===== src/rtl/adder_tree_acc_if.sv =====
`default_nettype none
// ============================================================================
//  Module      : adder_tree_acc_if
//  Description : Bus between the MAC array, the adder-tree accumulator and
//                the activation/writeback stage. Carries the packed signed
//                products, the bias and pass sidebands toward the tree, and
//                the requantized result strobe back out.
//  Revision    : 1.0 - initial release
// ============================================================================
interface adder_tree_acc_if #(
  parameter int BITSIZE    = 14,
  parameter int NUM_INPUTS = 27,
  parameter int BIAS_SIZE  = 14,
  parameter int OUT_BITS   = 8
);
  logic [NUM_INPUTS*BITSIZE-1:0] input_numbers;
  logic [BIAS_SIZE-1:0]          bias;
  logic                          in_valid;
  logic                          in_first;
  logic                          in_last;
  logic [OUT_BITS-1:0]           sum_output;
  logic                          data_valid;
  logic                          sat;

  // Upstream producer side
  modport master (
    output input_numbers, bias, in_valid, in_first, in_last,
    input  sum_output, data_valid, sat
  );

  // Adder-tree side
  modport slave (
    input  input_numbers, bias, in_valid, in_first, in_last,
    output sum_output, data_valid, sat
  );
endinterface
`default_nettype wire


===== src/rtl/adder_tree_acc.sv =====
`default_nettype none
// ============================================================================
//  Module      : adder_tree_acc
//  Description : Registered binary adder tree over NUM_INPUTS signed products
//                plus a bias leaf, followed by a multi-pass accumulator and a
//                round-half-up / saturating requantizer.
//                Optional build macro: ADDER_TREE_RELU_EN (clips negative
//                rounded results to zero before saturation).
//  Revision    : 1.0 - initial release
// ============================================================================
module adder_tree_acc #(
  parameter int BITSIZE    = 14,
  parameter int NUM_INPUTS = 27,
  parameter int BIAS_SIZE  = 14,
  parameter int FRAC_BITS  = 7,
  parameter int OUT_BITS   = 8,
  parameter int ACC_GUARD  = 4
) (
  input  logic           clk,
  input  logic           rst,
  adder_tree_acc_if.slave bus
);

  localparam int LEAF_W = (BITSIZE > BIAS_SIZE) ? BITSIZE : BIAS_SIZE;
  localparam int LEAVES = NUM_INPUTS + 1;
  localparam int LEVELS = $clog2(LEAVES);
  localparam int TREE_W = LEAF_W + LEVELS;
  localparam int ACC_W  = TREE_W + ACC_GUARD;
  localparam int RQ_W   = ACC_W + 1;   // one spare bit so adding the rounding constant cannot wrap

  // Number of nodes present at tree level k (level 0 = leaves)
  function automatic int nodes_at(input int k);
    int n;
    n = LEAVES;
    for (int i = 0; i < k; i++) n = (n + 1) / 2;
    return n;
  endfunction

  // Node offset of level k inside the flattened {registered levels, leaves} vector
  function automatic int lvl_base(input int k);
    int o;
    o = 0;
    for (int i = 0; i < k; i++) o += nodes_at(i);
    return o;
  endfunction

  localparam int ALL_NODES = lvl_base(LEVELS + 1);
  localparam int REG_NODES = ALL_NODES - LEAVES;

  localparam int                     RND_SH  = (FRAC_BITS > 0) ? FRAC_BITS - 1 : 0;
  localparam logic signed [RQ_W-1:0] RND_C   = (FRAC_BITS > 0) ? (RQ_W'(1) << RND_SH) : '0;
  localparam logic signed [RQ_W-1:0] OUT_MAX = RQ_W'((64'sd1 <<< (OUT_BITS - 1)) - 64'sd1);
  localparam logic signed [RQ_W-1:0] OUT_MIN = ~OUT_MAX;

  logic [LEAVES*TREE_W-1:0]    leaves;
  logic [REG_NODES*TREE_W-1:0] node_d, node_q;
  logic [ALL_NODES*TREE_W-1:0] all_nodes;
  logic [LEVELS:1]             vld_d, vld_q;
  logic [LEVELS:1]             first_d, first_q;
  logic [LEVELS:1]             last_d, last_q;
  logic signed [TREE_W-1:0]    tree_sum;
  logic                        tree_vld, tree_first, tree_last;
  logic signed [ACC_W-1:0]     acc_d, acc_q;
  logic                        rq_pend_d, rq_pend_q;
  logic signed [RQ_W-1:0]      rq_sum, rq_val;
  logic [OUT_BITS-1:0]         sum_output_d, sum_output_q;
  logic                        data_valid_d, data_valid_q;
  logic                        sat_d, sat_q;

  // Sign-extend every product to tree width; the bias leaf only contributes on a first pass
  always_comb begin
    leaves = '0;
    for (int i = 0; i < NUM_INPUTS; i++) begin
      leaves[i*TREE_W +: TREE_W] = TREE_W'($signed(bus.input_numbers[i*BITSIZE +: BITSIZE]));
    end
    if (bus.in_first) begin
      leaves[NUM_INPUTS*TREE_W +: TREE_W] = TREE_W'($signed(bus.bias));
    end
  end

  assign all_nodes = {node_q, leaves};
  assign tree_sum  = all_nodes[lvl_base(LEVELS)*TREE_W +: TREE_W];

  // Each level adds adjacent pairs of the level below; an odd last node passes straight through
  always_comb begin
    logic signed [TREE_W-1:0] a_node;
    logic signed [TREE_W-1:0] b_node;
    a_node = '0;
    b_node = '0;
    node_d = node_q;
    for (int k = 1; k <= LEVELS; k++) begin
      for (int j = 0; j < nodes_at(k); j++) begin
        a_node = all_nodes[(lvl_base(k-1) + 2*j)*TREE_W +: TREE_W];
        b_node = '0;
        if (2*j + 1 < nodes_at(k-1)) begin
          b_node = all_nodes[(lvl_base(k-1) + 2*j + 1)*TREE_W +: TREE_W];
        end
        node_d[(lvl_base(k) - LEAVES + j)*TREE_W +: TREE_W] = a_node + b_node;
      end
    end
  end

  // Valid/first/last shift register that travels alongside the tree levels
  always_comb begin
    vld_d      = vld_q;
    first_d    = first_q;
    last_d     = last_q;
    vld_d[1]   = bus.in_valid;
    first_d[1] = bus.in_first;
    last_d[1]  = bus.in_last;
    for (int k = 2; k <= LEVELS; k++) begin
      vld_d[k]   = vld_q[k-1];
      first_d[k] = first_q[k-1];
      last_d[k]  = last_q[k-1];
    end
  end

  assign tree_vld   = vld_q[LEVELS];
  assign tree_first = first_q[LEVELS];
  assign tree_last  = last_q[LEVELS];

  // Accumulator: load on a first pass, otherwise wrap-add; arm requant on the last pass
  always_comb begin
    acc_d     = acc_q;
    rq_pend_d = 1'b0;
    if (tree_vld) begin
      if (tree_first) begin
        acc_d = ACC_W'(tree_sum);
      end else begin
        acc_d = acc_q + ACC_W'(tree_sum);
      end
      rq_pend_d = tree_last;
    end
  end

  // Requantize: round half up, shift, optionally clip negatives, then saturate
  always_comb begin
    rq_sum = RQ_W'(acc_q) + RND_C;
    rq_val = rq_sum >>> FRAC_BITS;
`ifdef ADDER_TREE_RELU_EN
    if (rq_val < 0) begin
      rq_val = '0;
    end
`endif
    sum_output_d = sum_output_q;
    sat_d        = sat_q;
    data_valid_d = rq_pend_q;
    if (rq_pend_q) begin
      if (rq_val > OUT_MAX) begin
        sum_output_d = OUT_MAX[OUT_BITS-1:0];
        sat_d        = 1'b1;
      end else if (rq_val < OUT_MIN) begin
        sum_output_d = OUT_MIN[OUT_BITS-1:0];
        sat_d        = 1'b1;
      end else begin
        sum_output_d = rq_val[OUT_BITS-1:0];
        sat_d        = 1'b0;
      end
    end
  end

  // Tree partial sums: each level captures only when a valid beat enters it
  always_ff @(posedge clk) begin
    for (int k = 1; k <= LEVELS; k++) begin
      if (vld_d[k]) begin
        for (int j = 0; j < nodes_at(k); j++) begin
          node_q[(lvl_base(k) - LEAVES + j)*TREE_W +: TREE_W] <=
            node_d[(lvl_base(k) - LEAVES + j)*TREE_W +: TREE_W];
        end
      end
    end
  end

  // Control, accumulator and output registers; reset drops every in-flight beat
  always_ff @(posedge clk) begin
    if (rst) begin
      vld_q        <= '0;
      first_q      <= '0;
      last_q       <= '0;
      acc_q        <= '0;
      rq_pend_q    <= 1'b0;
      sum_output_q <= '0;
      data_valid_q <= 1'b0;
      sat_q        <= 1'b0;
    end else begin
      vld_q        <= vld_d;
      first_q      <= first_d;
      last_q       <= last_d;
      acc_q        <= acc_d;
      rq_pend_q    <= rq_pend_d;
      sum_output_q <= sum_output_d;
      data_valid_q <= data_valid_d;
      sat_q        <= sat_d;
    end
  end

  assign bus.sum_output = sum_output_q;
  assign bus.data_valid = data_valid_q;
  assign bus.sat        = sat_q;

endmodule
`default_nettype wire

===== src/flat_wrapper.sv =====
// flat-port wrapper written by rule: the top's interface ports become plain ports
module adder_tree_acc_flat 
#(
  parameter int BITSIZE    = 14,
  parameter int NUM_INPUTS = 27,
  parameter int BIAS_SIZE  = 14,
  parameter int FRAC_BITS  = 7,
  parameter int OUT_BITS   = 8,
  parameter int ACC_GUARD  = 4
)
  (clk, rst, bus_input_numbers, bus_bias, bus_in_valid, bus_in_first, bus_in_last, bus_sum_output, bus_data_valid, bus_sat);
  adder_tree_acc_if #(.BITSIZE(BITSIZE), .NUM_INPUTS(NUM_INPUTS), .BIAS_SIZE(BIAS_SIZE), .OUT_BITS(OUT_BITS)) bus_i ();
  input  logic clk;
  input  logic rst;
  input wire logic [$bits(bus_i.input_numbers)-1:0] bus_input_numbers;
  input wire logic [$bits(bus_i.bias)-1:0] bus_bias;
  input wire logic [$bits(bus_i.in_valid)-1:0] bus_in_valid;
  input wire logic [$bits(bus_i.in_first)-1:0] bus_in_first;
  input wire logic [$bits(bus_i.in_last)-1:0] bus_in_last;
  output wire logic [$bits(bus_i.sum_output)-1:0] bus_sum_output;
  output wire logic [$bits(bus_i.data_valid)-1:0] bus_data_valid;
  output wire logic [$bits(bus_i.sat)-1:0] bus_sat;
  assign bus_i.input_numbers = bus_input_numbers;
  assign bus_i.bias = bus_bias;
  assign bus_i.in_valid = bus_in_valid;
  assign bus_i.in_first = bus_in_first;
  assign bus_i.in_last = bus_in_last;
  assign bus_sum_output = bus_i.sum_output;
  assign bus_data_valid = bus_i.data_valid;
  assign bus_sat = bus_i.sat;
  adder_tree_acc #(.BITSIZE(BITSIZE), .NUM_INPUTS(NUM_INPUTS), .BIAS_SIZE(BIAS_SIZE), .FRAC_BITS(FRAC_BITS), .OUT_BITS(OUT_BITS), .ACC_GUARD(ACC_GUARD)) u_core (.clk(clk), .rst(rst), .bus(bus_i));
endmodule

===== config.mk =====
export PLATFORM = sky130hd
export DESIGN_NAME = adder_tree_acc_flat
export DESIGN_NICKNAME = d
export VERILOG_FILES = /design/src/rtl/adder_tree_acc_if.sv /design/src/rtl/adder_tree_acc.sv /design/src/flat_wrapper.sv
export SDC_FILE = /design/constraint.sdc
export NUM_CORES = 1
export LEC_CHECK = 0
export BUFFER_PORTS_ARGS = -buffer_cell sky130_fd_sc_hd__buf_2
export CAP_MARGIN = 20
export CORE_AREA = 2 2 196 342
export DETAILED_ROUTE_END_ITERATION = 7
export DIE_AREA = 0 0 198 344
export PLACE_DENSITY = 0.76
export SLEW_MARGIN = 10
export SYNTH_ARGS = -nofsm -noshare
export SYNTH_HDL_FRONTEND = slang
export SYNTH_SLANG_ARGS = --single-unit

===== constraint.sdc =====
create_clock -name clk -period 4.6 [get_ports clk]
set_clock_uncertainty 0.05 [all_clocks]
set_input_delay 1.15 -clock clk [delete_from_list [all_inputs] [get_ports clk]]
set_output_delay 1.15 -clock clk [all_outputs]
set_load 0.02 [all_outputs]

==> results.ini <==
[route]
vias_per_cell=5.53
drtIter0Drc=884
wl_per_cell_um=16.2
routed_wl_um=74400
drc=0
vias=25481
ant_nets=0
dr.pass1.iters=5

[logic_synthesis]
yosysMostFrequentCell=edfxtp_1
synth_area_um2=35000
synth_commonest_cells=edfxtp_1 (480), ha_1 (435), nor2_1 (255)
synth-edff-count=480
synth-seq-cells=529
yosysSeqAreaShare_pct=44.0
async_reset_ff_share_pct=0
ys_warn_count=0
netlist.area_leader.share_pct=41.2
syn_inst=3233
syn_area_per_cell_um2=10.8
synth_cell_types=69
synthTopCellsByArea=edfxtp_1 (41%), ha_1 (16%), xnor2_1 (6.2%)
syn-num-nets=4093
synth_ff_type=edfxtp_1
yosysTopAreaCell=edfxtp_1

[die]
die_w_um=198
rows=124
start_util_pct=53.6
io_pins=407
dieHeight_um=344
coreArea_um2=65300
design.die.area_um2=68100

[cts]
clkTransAtPathRegs_ps=60
cts_sinks=529
cts.path.max_buffers=3
root_buffer=clkbuf_16
cts_resized=0
cts_tree=built
postCtsHoldBufs=0
cts_htree_levels=2
numCtsBuffers=51
cts_setup_buffers=0
clk-insertion-delay-late_ps=610

[timing]
hold_ws_ps=359
finalSetupViolations=0
worstMarginPinSlew_ps=1030
hold_viol_final=0
slew_viol_final=0
max_freq_mhz=286
timing.final.crit_period_ps=3500
fin_setup_tns_ps=0
rsz0062_at_grt=false
max_slew_margin_pct=31.2
timing.final.crit_share_pct=76.0

[job]
drv_cap=0

[pwr]
p_comb_share_pct=32.4
p_switching_uw=4810
p_sw_share_pct=30.8
clkPwrFrac_pct=25.6
pwr_density_cell_nw_per_um2=393
power_leakage_uw=0.0169
internal-power_uw=10800
ir_drop_v=0.000339
seq_power_share_pct=42.0

[global_routing]
overflow=0
grtUsageTotal_pct=21.9
grt_use_met2_pct=45.6
antenna_found_initial=1
grt_first_pass_wirelength_um=119000
use_met1_pct=21.2
grt_pass1_vias=25622
top_usage_layer=met2
grt_max_degree=135
use_met3_pct=2.54

[worst_setup_path]
worstSetupEndpointType=register
crit_path_max_fanout=15
start_kind=primary input
critical_path_class=in -> reg
crit_chain=buf_2, and2_1, ha_1, fa_1, a21o_1, a21oi_1, o21bai_1, a21oi_1, o21ai_0, a211oi_1, o21ai_0, a211o_1, nand2_1
cp.arrival_ps=3920
slowest_delay_ps=410
worstSetupStartpoint=bus_in_first
crit_slowest_cell=fa_1
r2r_start=u_core.node_q[513]$_DFFE_PP_
cp.required_ps=5030

[placement]
place_hpwl_um=59800
portBuffers=406
gp_congestion=0.884

[run_status]
status=completed

[worst_hold_path]
worstHoldStart=u_core.node_q[392]$_DFFE_PP_
hold_class=reg -> reg

[layout]
area_delta_synth_final_pct=13.6
diodes=0
drive_gt1_share_pct=15.6
nets=4546

kinds of logic (layout without fill, tap and decap cells):
kind of cell	Yosys count	count (layout)	synth area share [%]
xor gates and xnor gates	329	329	8.23
AOI/OAI and AO/OA	758	758	15.0
DFF	529	529	44.0
and+or+nand+nor	899	899	12.7
muxes	13	13	0.372
buffers and inverters	242	735	2.63
adders and majority gates	463	463	17.1
flip-flops by register name, indices dropped and copies added (netlist names):
signal / flops
u_core.acc_q: 23
u_core.node_q: 480
u_core.bus.data_valid: 1
u_core.bus.sum_output: 8
u_core.last_q: 5
u_core.bus.sat: 1
u_core.vld_q: 5
u_core.first_q: 5
u_core.data_valid_d: 1
metrics by stage:
stage | setup slack [ps] | total power, µW | instances | utilization [%] | area (µm²)
floorplan | 851 | 10300 | 3233 | - | 35000
global placement | 608 | 11600 | 4514 | 58.5 | 38200
detailed placement | 511 | 11700 | 4514 | 58.5 | 38200
CTS | 1150 | 15800 | 4607 | 60.9 | 39800
global route | 857 | 16600 | 4608 | 60.9 | 39800
finish | 1100 | 15600 | 4608 | 60.9 | 39800
layout make-up:
class                      count  area, µm²
fill                        5418      25500
clock buffer                  72       1430
clock inverter                21        134
timing repair buffer         418       2180
inverter                     224        841
tap                          882       1100
sequential                   529      15400
multi-input combinational   2462      18700
layout by cell type (no fill, tap or decap), types with 51 or more instances in the layout:
master / count
xor2_1: 82
xnor2_1: 247
clkbuf_16: 53
nand2_1: 137
edfxtp_1: 480
ha_1: 435
a21o_1: 79
inv_1: 224
o21ai_0: 164
nor2_1: 255
buf_2: 405
nor3_1: 121
a21boi_0: 51
nor2b_1: 109
nand3_1: 73
a21oi_1: 136
layer usage:
layer	up-vias	routed length [µm]
li1	12869	-
met1	11967	26700
met2	482	42600
met3	161	2120
met4	2	3010
met5	-	16
worst paths after layout:
kind	end	slack [ps]	cells past startpoint
setup / recovery	u_core.node_q[261]$_DFFE_PP_	1100	13
setup reg to reg	u_core.acc_q[22]$_SDFFE_PP0P_	1460	11
hold reg to reg	u_core.node_q[468]$_DFFE_PP_	360	0
hold / removal	u_core.node_q[468]$_DFFE_PP_	360	0
power groups by stage:
stage                     Sequential, µW  Combinational, µW  Clock, µW
after floorplan                     6560               3750          0
after global placement              6670               4940          0
after detailed placement            6680               5050          0
after CTS                           6580               5090       4090
after global routing                6620               5680       4260
final                               6570               5060       4000
worst max-delay path, delay by kind of cell:
kind / cells / cell delay [ps]
AO/OA/AOI/OAI: 8 / 1720
AND/OR/NAND/NOR: 2 / 270
adder cells (fa/ha/maj): 2 / 620
buffers and inverters: 1 / 160
Note: power is estimated with default switching activity, not from simulation.
